`src/rtl/uart_tx_arbiter.sv`:
```
// ---------------------------------------------------------------------------
// uart_tx_arbiter
//
// Shares one uart_tx transmitter between NUM_REQ byte-stream sources using
// packet-level round-robin arbitration.  The granted source keeps the UART
// until its last byte has finished on the line, or until it drops req, or
// until MAX_PKT_BYTES bytes have been sent.  The search pointer then moves
// to the source after the one that was granted.
//
// Only one byte is ever in flight.  A byte is accepted in WAIT_BYTE, started
// in START once the UART is idle, and its completion is observed in
// WAIT_BUSY and WAIT_DONE.
//
// Optional feature (compile-time macro ARB_TIMEOUT_EN):
//   When defined, a granted source that presents no byte for TIMEOUT_CYCLES
//   cycles is released, and timeout_pulse fires for one cycle.  When it is
//   undefined, timeout_pulse is tied low and no counter exists.
//
// Ports:
//   clk            system clock, rising edge
//   rst            synchronous active-high reset
//   req            per-source packet request, held for the whole packet
//   src_valid      per-source byte valid
//   src_data       per-source byte, source i at [i*DATA_WIDTH +: DATA_WIDTH]
//   src_last       per-source "final byte of packet"
//   src_ready      one-hot byte accept for the granted source
//   grant          one-hot current owner, 0 when idle
//   uart_tx_start  one-cycle start pulse to uart_tx
//   uart_tx_data   byte to uart_tx, held until the next accepted byte
//   uart_tx_busy   uart_tx busy
//   arb_busy       grant != 0
//   pkt_done       one-cycle pulse after the last byte of a packet completes
//   timeout_pulse  one-cycle pulse on forced release (ARB_TIMEOUT_EN only)
// ---------------------------------------------------------------------------
module uart_tx_arbiter #(
   parameter int DATA_WIDTH     = 8,
   parameter int NUM_REQ        = 3,
   parameter int MAX_PKT_BYTES  = 64,
   parameter int TIMEOUT_CYCLES = 100000
) (
   input  logic                          clk,
   input  logic                          rst,
   input  logic [NUM_REQ-1:0]            req,
   input  logic [NUM_REQ-1:0]            src_valid,
   input  logic [NUM_REQ*DATA_WIDTH-1:0] src_data,
   input  logic [NUM_REQ-1:0]            src_last,
   output logic [NUM_REQ-1:0]            src_ready,
   output logic [NUM_REQ-1:0]            grant,
   output logic                          uart_tx_start,
   output logic [DATA_WIDTH-1:0]         uart_tx_data,
   input  logic                          uart_tx_busy,
   output logic                          arb_busy,
   output logic                          pkt_done,
   output logic                          timeout_pulse
);

   // Index width covers the supported 2..4 requesters.
   localparam int IDX_W = 2;

   // byte_cnt width = clog2(MAX_PKT_BYTES) + 1.
   localparam int MAX_LOG2 =
      (MAX_PKT_BYTES <= 1)    ? 0  : (MAX_PKT_BYTES <= 2)    ? 1  :
      (MAX_PKT_BYTES <= 4)    ? 2  : (MAX_PKT_BYTES <= 8)    ? 3  :
      (MAX_PKT_BYTES <= 16)   ? 4  : (MAX_PKT_BYTES <= 32)   ? 5  :
      (MAX_PKT_BYTES <= 64)   ? 6  : (MAX_PKT_BYTES <= 128)  ? 7  :
      (MAX_PKT_BYTES <= 256)  ? 8  : (MAX_PKT_BYTES <= 512)  ? 9  :
      (MAX_PKT_BYTES <= 1024) ? 10 : (MAX_PKT_BYTES <= 2048) ? 11 :
      (MAX_PKT_BYTES <= 4096) ? 12 : 13;
   localparam int CNT_W = MAX_LOG2 + 1;
   localparam logic [CNT_W-1:0] CNT_LAST = CNT_W'(MAX_PKT_BYTES - 1);

   if (NUM_REQ < 2 || NUM_REQ > 4 || MAX_PKT_BYTES < 1 || TIMEOUT_CYCLES < 1) begin : g_param_check
      $error("uart_tx_arbiter: parameter out of range");
   end

   typedef enum logic [2:0] {
      S_IDLE,
      S_WAIT_BYTE,
      S_START,
      S_WAIT_BUSY,
      S_WAIT_DONE
   } state_t;

   state_t                  state_q, state_d;
   logic [NUM_REQ-1:0]      grant_q, grant_d;
   logic [IDX_W-1:0]        gidx_q, gidx_d;
   logic [IDX_W-1:0]        rr_ptr_q, rr_ptr_d;
   logic [CNT_W-1:0]        byte_cnt_q, byte_cnt_d;
   logic                    last_q, last_d;
   logic [DATA_WIDTH-1:0]   data_q, data_d;
   logic [1:0]              wb_cnt_q, wb_cnt_d;
   logic                    start_q, start_d;
   logic                    done_q, done_d;
   logic [NUM_REQ-1:0]      ready_q, ready_d;
   logic                    arb_busy_q, arb_busy_d;

   // Per-source byte lanes.
   logic [DATA_WIDTH-1:0]   src_byte [NUM_REQ];

   for (genvar gi = 0; gi < NUM_REQ; gi++) begin : g_lane
      assign src_byte[gi] = src_data[gi*DATA_WIDTH +: DATA_WIDTH];
   end

   // (base + k) mod NUM_REQ for k in 0..NUM_REQ.
   function automatic logic [IDX_W-1:0] wrap_add(input logic [IDX_W-1:0] base, input int k);
      int s;
      s = int'(base) + k;
      if (s >= NUM_REQ) s = s - NUM_REQ;
      return s[IDX_W-1:0];
   endfunction

   // Round-robin search starting at rr_ptr, plus the granted source's lane.
   logic                    found;
   logic [IDX_W-1:0]        pick;
   logic                    sel_valid;
   logic                    sel_last;
   logic                    sel_req;
   logic [DATA_WIDTH-1:0]   sel_data;

   always_comb begin
      found     = 1'b0;
      pick      = rr_ptr_q;
      sel_valid = 1'b0;
      sel_last  = 1'b0;
      sel_req   = 1'b0;
      sel_data  = '0;
      for (int k = 0; k < NUM_REQ; k++) begin
         for (int j = 0; j < NUM_REQ; j++) begin
            if (!found && req[j] && (IDX_W'(j) == wrap_add(rr_ptr_q, k))) begin
               found = 1'b1;
               pick  = IDX_W'(j);
            end
         end
      end
      for (int j = 0; j < NUM_REQ; j++) begin
         if (IDX_W'(j) == gidx_q) begin
            sel_valid = src_valid[j];
            sel_last  = src_last[j];
            sel_req   = req[j];
            sel_data  = src_byte[j];
         end
      end
   end

`ifdef ARB_TIMEOUT_EN
   localparam int TO_LOG2 =
      (TIMEOUT_CYCLES <= 2)       ? 1  : (TIMEOUT_CYCLES <= 4)       ? 2  :
      (TIMEOUT_CYCLES <= 16)      ? 4  : (TIMEOUT_CYCLES <= 64)      ? 6  :
      (TIMEOUT_CYCLES <= 256)     ? 8  : (TIMEOUT_CYCLES <= 1024)    ? 10 :
      (TIMEOUT_CYCLES <= 4096)    ? 12 : (TIMEOUT_CYCLES <= 16384)   ? 14 :
      (TIMEOUT_CYCLES <= 65536)   ? 16 : (TIMEOUT_CYCLES <= 262144)  ? 18 :
      (TIMEOUT_CYCLES <= 1048576) ? 20 : 24;
   localparam int TO_W = TO_LOG2 + 1;
   localparam logic [TO_W-1:0] TO_LAST = TO_W'(TIMEOUT_CYCLES - 1);

   logic [TO_W-1:0] to_cnt_q, to_cnt_d;
   logic            tmo_q, tmo_d;
`endif

   always_comb begin
      state_d    = state_q;
      grant_d    = grant_q;
      gidx_d     = gidx_q;
      rr_ptr_d   = rr_ptr_q;
      byte_cnt_d = byte_cnt_q;
      last_d     = last_q;
      data_d     = data_q;
      wb_cnt_d   = wb_cnt_q;
      start_d    = 1'b0;
      done_d     = 1'b0;
`ifdef ARB_TIMEOUT_EN
      tmo_d      = 1'b0;
`endif

      case (state_q)
         S_IDLE: begin
            if (found) begin
               gidx_d  = pick;
               grant_d = '0;
               for (int j = 0; j < NUM_REQ; j++) begin
                  if (IDX_W'(j) == pick) grant_d[j] = 1'b1;
               end
               byte_cnt_d = '0;
               state_d    = S_WAIT_BYTE;
            end
         end

         S_WAIT_BYTE: begin
            // A byte arriving together with a dropped req is still sent.
            if (sel_valid) begin
               data_d     = sel_data;
               last_d     = sel_last || (byte_cnt_q == CNT_LAST);
               byte_cnt_d = byte_cnt_q + CNT_W'(1);
               state_d    = S_START;
            end else if (!sel_req) begin
               grant_d    = '0;
               rr_ptr_d   = wrap_add(gidx_q, 1);
               byte_cnt_d = '0;
               state_d    = S_IDLE;
            end
`ifdef ARB_TIMEOUT_EN
            else if (to_cnt_q == TO_LAST) begin
               tmo_d      = 1'b1;
               grant_d    = '0;
               rr_ptr_d   = wrap_add(gidx_q, 1);
               byte_cnt_d = '0;
               state_d    = S_IDLE;
            end
`endif
         end

         S_START: begin
            // Holding here also covers a frame still running after reset.
            if (!uart_tx_busy) begin
               start_d  = 1'b1;
               wb_cnt_d = '0;
               state_d  = S_WAIT_BUSY;
            end
         end

         S_WAIT_BUSY: begin
            // A UART that never raises busy is assumed to have sent the
            // byte after four idle cycles.
            if (uart_tx_busy || (wb_cnt_q == 2'd3)) begin
               state_d = S_WAIT_DONE;
            end else begin
               wb_cnt_d = wb_cnt_q + 2'd1;
            end
         end

         S_WAIT_DONE: begin
            if (!uart_tx_busy) begin
               if (last_q) begin
                  done_d     = 1'b1;
                  grant_d    = '0;
                  rr_ptr_d   = wrap_add(gidx_q, 1);
                  byte_cnt_d = '0;
                  state_d    = S_IDLE;
               end else begin
                  state_d = S_WAIT_BYTE;
               end
            end
         end

         default: state_d = S_IDLE;
      endcase

      ready_d    = (state_d == S_WAIT_BYTE) ? grant_d : '0;
      arb_busy_d = |grant_d;

`ifdef ARB_TIMEOUT_EN
      // Counts cycles spent continuously in WAIT_BYTE; any exit or entry clears it.
      to_cnt_d = ((state_q == S_WAIT_BYTE) && (state_d == S_WAIT_BYTE)) ?
                 to_cnt_q + TO_W'(1) : '0;
`endif
   end

   always_ff @(posedge clk) begin
      if (rst) begin
         state_q    <= S_IDLE;
         grant_q    <= '0;
         gidx_q     <= '0;
         rr_ptr_q   <= '0;
         byte_cnt_q <= '0;
         last_q     <= 1'b0;
         data_q     <= '0;
         wb_cnt_q   <= '0;
         start_q    <= 1'b0;
         done_q     <= 1'b0;
         ready_q    <= '0;
         arb_busy_q <= 1'b0;
`ifdef ARB_TIMEOUT_EN
         to_cnt_q   <= '0;
         tmo_q      <= 1'b0;
`endif
      end else begin
         state_q    <= state_d;
         grant_q    <= grant_d;
         gidx_q     <= gidx_d;
         rr_ptr_q   <= rr_ptr_d;
         byte_cnt_q <= byte_cnt_d;
         last_q     <= last_d;
         data_q     <= data_d;
         wb_cnt_q   <= wb_cnt_d;
         start_q    <= start_d;
         done_q     <= done_d;
         ready_q    <= ready_d;
         arb_busy_q <= arb_busy_d;
`ifdef ARB_TIMEOUT_EN
         to_cnt_q   <= to_cnt_d;
         tmo_q      <= tmo_d;
`endif
      end
   end

   assign grant         = grant_q;
   assign src_ready     = ready_q;
   assign uart_tx_start = start_q;
   assign uart_tx_data  = data_q;
   assign arb_busy      = arb_busy_q;
   assign pkt_done      = done_q;
`ifdef ARB_TIMEOUT_EN
   assign timeout_pulse = tmo_q;
`else
   assign timeout_pulse = 1'b0;
`endif

endmodule

```
`config.mk`:
```
export PLATFORM = sky130hd
export DESIGN_NAME = uart_tx_arbiter
export DESIGN_NICKNAME = d
export VERILOG_FILES = /design/src/rtl/uart_tx_arbiter.sv
export SDC_FILE = /design/constraint.sdc
export NUM_CORES = 1
export LEC_CHECK = 0
export ABC_AREA = 0
export CAP_MARGIN = 15
export CORE_UTILIZATION = 51
export CTS_CLUSTER_DIAMETER = 80
export CTS_CLUSTER_SIZE = 20
export DETAILED_ROUTE_END_ITERATION = 16
export HOLD_SLACK_MARGIN = 0.08
export PLACE_DENSITY = 0.85
export RECOVER_POWER = 100
export REMOVE_ABC_BUFFERS = 1
export SLEW_MARGIN = 40
export SYNTH_ARGS = -nofsm -noshare
export SYNTH_HDL_FRONTEND = slang
export SYNTH_SLANG_ARGS = --single-unit
```
`constraint.sdc`:
```
create_clock -name clk -period 4.2 [get_ports clk]
set_input_delay 0.63 -clock clk [delete_from_list [all_inputs] [get_ports clk]]
set_output_delay 0.63 -clock clk [all_outputs]
set_load 0.02 [all_outputs]
```
==> results.yml, run 1 <==
die:
  die_w_um: 63.0
  coreArea_mm2: 0.00344
  initial_core_util_pct: 55.2
  ioPinCount: 54
  die_y_um: 63.0
  num_rows: 21
  die-area_mm2: 0.00397
power:
  p_seq_share_pct: 32.5
  powerDensity_mw_per_mm2: 557
  combPwrFrac_pct: 50.0
  pwr-share-clk_pct: 17.5
  power_leakage_nw: 0.986
  p_sw_share_pct: 40.3
  p_sw_uw: 558
  peakVddDrop_uv: 253
  p_int_uw: 825
cells_and_area:
  syn2layout_area_growth_pct: 30.6
  fin_cells: 321
  multi_input_area_mm2: 0.00111
  drive_gt1_share_pct: 4.36
  n_fill_cell: 290
  nNetsFinal: 317
  seqCellArea_um2: 681
  n_antenna_cell: 0
worst_setup_path:
  critPathCaptureType: "flop"
  worstPathArrival_ns: 2.74
  path_class: "flop to flop"
  crit_required_ns: 4.36
  rr_endpoint: "uart_tx_data[4]"
  worstRegToRegCells: 7
  path_max_fanout: 22
  start_kind: "flop"
  r2r-start: "gidx_q[0]"
  rrSetupSlack_ns: 1.62
global_routing:
  grt_pass1_vias: 1705
  grt_pass1_wl_um: 7340
  antenna_found_initial: 0
  overflow: 0
  grt_start_max_net_pins: 23
  grt.total_usage_pct: 23.2
cts:
  cts.clk_slew.worst_paths_ns: 0.06
  htree_levels: 2
  cts_inserted_buffers: 5
  clock-sinks: 34
  insertion_delay_ns: 0.29
  cts.path.max_buffers: 2
  cts_hold_buf: 0
  cts_resized: 0
  clock-root-buffer: "clkbuf_8"
  cts_tree: "built"
  cts_setup_buffers: 0
route:
  wire_per_inst_um: 12.5
  vias: 1774
  drt-initial-drc-count: 128
  wl_um: 4020
  antenna_left: 0
  viasPerCell: 5.53
  first_pass_iters: 4
  drc_errors: 0
sta:
  tightest_slew_ns: 0.755
  fin_crit_ns: 2.58
  maxSlewHeadroom_pct: 49.6
  hold_viol: 0
  skew_ns: 0.00540
  setup_violations: 0
  fin_crit_sh_pct: 61.5
  fin_setup_tns_ns: 0
  rsz0062_at_grt: "false"
  slew_viol_final: 0
  timing.fmax_mhz: 387
logic_synthesis:
  syn_avg_cell_area_um2: 8.30
  yosys_warnings: 0
  synth_edf_count: 0
  synthArstFlopShare_pct: 0
  synth-seq-cells: 34
  synthDistinctLibCells: 54
  syn-cell-area_mm2: 0.00190
  syn_inst: 229
  synth-main-ff-cell: "dfxtp_1"
  yosysSeqAreaShare_pct: 35.8
job:
  max_cap_viol_count: 0
min_path:
  hp-class: "flop to flop"
  hold_path_end: "uart_tx_data[1]"
  hold_start: "uart_tx_data[1]"
  hold_depth: 2
place:
  dpl.hpwl_um: 2970
  io_buffer_count: 52
  placed_cells: 313
  place.gp.congestion: 0.840
status:
  outcome: "complete, no violations"
[cell type report]
class	instances	area share, %
multi-input combinational	173	44.6
sequential	34	27.4
timing repair buffer	52	20.8
clock buffer	7	3.48
tap	46	2.32
inverter	8	1.21
clock inverter	1	0.202
[power groups by stage]
| stage | registers (mW) | logic, mW | clock network (mW) |
|---|---|---|---|
| after global placement | 0.455 | 0.715 | 0 |
| after floorplan | 0.494 | 0.466 | 0 |
| after CTS | 0.451 | 0.728 | 0.247 |
| after global routing | 0.461 | 0.777 | 0.267 |
| after detailed placement | 0.457 | 0.724 | 0 |
| final | 0.450 | 0.691 | 0.241 |
[worst max-delay path, cell delays in order (launching register included)]
cell and delay, ns:
dfxtp_1 0.31, inv_1 0.12, ha_1 0.59, a21o_1 0.18
o21a_1 0.26, and2_0 0.66, mux2i_1 0.26, nor2_1 0.06
[state kept, by name (all words and copies together) (netlist names)]
name / flops
uart_tx_start: 1
arb_busy: 1
wb_cnt_q: 2
grant: 3
uart_tx_data: 8
src_ready: 3
byte_cnt_q: 7
state_q: 3
pkt_done: 1
rr_ptr_q: 2
last_q: 1
gidx_q: 2
[layout by cell type, fill, tap and decap left out, types with 2 or more instances in the layout]
cell	count
a211oi_1	4
a21o_1	2
a21oi_1	6
a22oi_1	13
a31oi_1	2
and2_0	2
and2_1	2
and3b_1	2
clkbuf_8	6
clkdlybuf4s50_1	32
dfxtp_1	34
dlygate4sd3_1	19
ha_1	7
inv_1	8
mux2i_1	11
nand2_1	15
nand2b_1	4
nand3_1	2
nand4_1	6
nor2_1	36
nor2b_1	4
nor3_1	4
nor3b_1	4
nor4_1	2
o21a_1	2
o21ai_0	13
o22ai_1	2
xnor2_1	2
xor2_1	4
[worst max-delay path by stage]
| stage | to | start | slack (ns) |
|---|---|---|---|
| 2_1_floorplan | arb_busy | gidx_q[1] | 2.11 |
| 6_report | uart_tx_data[4] | gidx_q[0] | 1.62 |
| 4_1_cts | arb_busy | gidx_q[0] | 1.77 |
| 5_1_grt | uart_tx_data[1] | gidx_q[0] | 1.39 |
| 3_3_place_gp | arb_busy | uart_tx_busy | 1.52 |
| 3_5_place_dp | arb_busy | uart_tx_busy | 1.50 |
[metal layers]
metal / track usage (%) / wire length (um)
met5: 0 / 0
met4: 7.56 / 51
met3: 9.49 / 301
met2: 38.2 / 1850
met1: 27.2 / 1820
[kinds of logic after synthesis]
| group | count (synthesis) | synth area share, % |
|---|---|---|
| buf+inv | 22 | 4.94 |
| simple gates | 92 | 24.8 |
| xor+xnor | 6 | 2.76 |
| compound gates | 56 | 21.1 |
| flops | 34 | 35.8 |
| mux | 11 | 5.79 |
| fa+ha+maj | 7 | 4.61 |
| other cells | 1 | 0.197 |
[through the flow]
stage / power (mW) / area, um2 / util (%) / hold WS, ns / worst slack [ns]
after floorplan: 0.960 / 1840 / - / 0.467 / 2.11
after global placement: 1.17 / 2410 / 70.2 / 0.474 / 1.52
after detailed placement: 1.18 / 2410 / 70.2 / 0.489 / 1.50
after CTS: 1.43 / 2510 / 72.8 / 0.506 / 1.77
after global routing: 1.51 / 2480 / 72.1 / 0.531 / 1.39
final: 1.38 / 2480 / 72.1 / 0.493 / 1.62
[synthesized netlist by cell type (4+ instances only)]
master | number | area (um2)
a211oi_1 | 4 | 30.0
a21oi_1 | 6 | 30.0
a22oi_1 | 12 | 90.1
and2_1 | 4 | 25.0
buf_2 | 6 | 30.0
clkbuf_1 | 6 | 22.5
dfxtp_1 | 34 | 681
ha_1 | 7 | 87.6
inv_1 | 8 | 30.0
mux2i_1 | 11 | 110
nand2_1 | 15 | 56.3
nand2b_1 | 4 | 25.0
nand4_1 | 6 | 37.5
nor2_1 | 36 | 135
nor2b_1 | 4 | 25.0
nor3_1 | 4 | 20.0
nor3b_1 | 4 | 30.0
o21ai_0 | 13 | 65.1
xor2_1 | 4 | 35.0
(Power assumes the default switching activity.)
==> inputs of run 2 (changes only) <==
CORE_UTILIZATION = 43   (was 51)
PLACE_DENSITY = 0.76   (was 0.85)
clock period = 2.37 ns   (was 4.2 ns; I/O delays follow)
==> run 2 against run 1 <==
Die area up 18%; core utilization fell by 9.5 points; via count is 1.0% higher; global-route usage fell by 2.4 points; non-clock buffer count increased by 11; sequential power up 77%; sequential cell count stayed put; total power up 87%; routed wire length grew 6.8%; clock power grew 86%; first-iteration DRC count down 60%; highest routed layer unchanged; combinational power rose by 92%.
==> results.yml, run 2 (synthesis gave the netlist of run 1 again) <==
status:
  outcome: "complete, no violations"
cells_and_area:
  fin_util_pct: 62.6
  nNetsFinal: 328
  n_antenna_cell: 0
  layout_common_cells: "nor2_1 (36), dfxtp_1 (34), clkdlybuf4s50_1 (34)"
  fin_cells: 336
  multi_input_area_mm2: 0.00112
  seqCellArea_um2: 681
  syn2layout_area_growth_pct: 35.5
  drive_gt1_share_pct: 8.04
  mostFrequentLayoutCell: "nor2_1"
  largest_register_ffs: 8
  n_fill_cell: 376
die:
  coreArea_mm2: 0.00412
  initial_core_util_pct: 46.2
  die_y_um: 68.5
  ioPinCount: 54
  num_rows: 23
  die-area_mm2: 0.00469
  die_w_um: 68.5
route:
  wire_per_inst_um: 12.8
  drt-initial-drc-count: 51
  drc_errors: 0
  first_pass_iters: 4
  viasPerCell: 5.33
  antenna_left: 0
  vias: 1792
  wl_um: 4300
worst_setup_path:
  rrSetupSlack_ns: 0.21
  path_max_fanout: 7
  worstPathArrival_ns: 2.33
  path_class: "flop to flop"
  worstRegToRegCells: 8
  r2r-start: "gidx_q[1]"
  start_kind: "flop"
  rr_endpoint: "arb_busy"
  crit_required_ns: 2.55
  critPathCaptureType: "flop"
power:
  p_sw_mw: 1.05
  peakVddDrop_uv: 556
  powerDensity_mw_per_mm2: 1000
  combPwrFrac_pct: 51.8
  p_int_mw: 1.53
  power_leakage_nw: 1.03
  p_sw_share_pct: 40.7
  pwr-share-clk_pct: 17.4
  power_mw: 2.58
  p_seq_share_pct: 30.9
place:
  placed_cells: 328
  io_buffer_count: 52
  dpl.hpwl_um: 3350
  place_ws_ns: 0.0482
  place.gp.congestion: 0.818
min_path:
  hold_depth: 2
  hold_path_end: "uart_tx_data[4]"
  hold_start: "uart_tx_data[4]"
  hp-class: "flop to flop"
cts:
  cts_hold_buf: 0
  insertion_delay_ns: 0.29
  clock-sinks: 34
  htree_levels: 2
  cts_setup_buffers: 0
  clock-root-buffer: "clkbuf_8"
  cts_resized: 0
  cts.path.max_buffers: 2
  cts_inserted_buffers: 5
  cts_tree: "built"
  cts.clk_slew.worst_paths_ns: 0.07
global_routing:
  grt.total_usage_pct: 20.8
  antenna_found_initial: 0
  grt_pass1_wl_um: 7230
  overflow: 0
  grt_pass1_vias: 1665
  grt_start_max_net_pins: 17
sta:
  rsz0062_at_grt: "false"
  maxSlewHeadroom_pct: 66.4
  setup_slack_ns: 0.213
  timing.fmax_mhz: 464
  fin_crit_sh_pct: 91.0
  tightest_slew_ns: 0.499
  slew_viol_final: 0
  fin_setup_tns_ns: 0
  hold_viol: 0
  setup_violations: 0
  skew_ns: 0.00433
  fin_crit_ns: 2.16
job:
  max_cap_viol_count: 0
## run 2: cell count changes in the layout (fill, tap and decap cells not counted), moves of 2 or more
cell	delta
clkdlybuf4s50_1	+2
clkbuf_2	+2
buf_4	+6
clkbuf_1	+2
## run 2: final cells by class
cell class / count / share of cell area (%)
well taps: 50 / 2.43
clock buffers: 6 / 3.21
multi-input cells: 173 / 43.5
clock inverters: 2 / 0.486
repair buffers: 63 / 22.8
flip-flops and latches: 34 / 26.4
inverters: 8 / 1.17
## run 2: worst max path at each step
stage / from / cells past startpoint / endpoint / slack [ns]
2_1_floorplan: gidx_q[1] / 8 / arb_busy / 0.28
3_3_place_gp: req[0] / 7 / arb_busy / 0.09
3_5_place_dp: req[0] / 7 / arb_busy / 0.05
4_1_cts: gidx_q[1] / 8 / arb_busy / 0.23
5_1_grt: gidx_q[1] / 8 / arb_busy / 0.04
6_report: gidx_q[1] / 8 / arb_busy / 0.21
## run 2: stage by stage
| stage | hold slack (ns) | instance area, um2 |
|---|---|---|
| final | 0.499 | 2570 |
| after global routing | 0.538 | 2570 |
| after CTS | 0.516 | 2600 |
| after detailed placement | 0.488 | 2500 |
| after global placement | 0.474 | 2500 |
| after floorplan | 0.427 | 1840 |
## run 2: critical path, stage by stage, from the launching register on
cell and delay (ns):
dfxtp_1 0.36, inv_1 0.07, ha_1 0.27, and3b_1 0.28, o21a_2 0.22, o2111ai_1 0.19, a22oi_2 0.26, nor2_2 0.05
or3_1 0.35
## run 2: power by group through the flow
stage                     Clock (mW)  Sequential [mW]  Combinational (mW)
after floorplan                    0            0.875               0.826
after global placement             0            0.811                1.39
after detailed placement           0            0.810                1.40
after CTS                      0.462            0.800                1.41
after global routing           0.486            0.815                1.48
final                          0.448            0.797                1.33
## run 2: per-layer routing
layer | global-route usage, % | routed length [um] | vias to the layer above | share of wire, %
li1 | - | - | 927 | -
met1 | 24.0 | 1870 | 811 | 43
met2 | 35.9 | 2080 | 52 | 48
met3 | 8.17 | 312 | 2 | 7.3
met4 | 4.69 | 35 | 0 | 0.81
met5 | 0 | 0 | - | 0
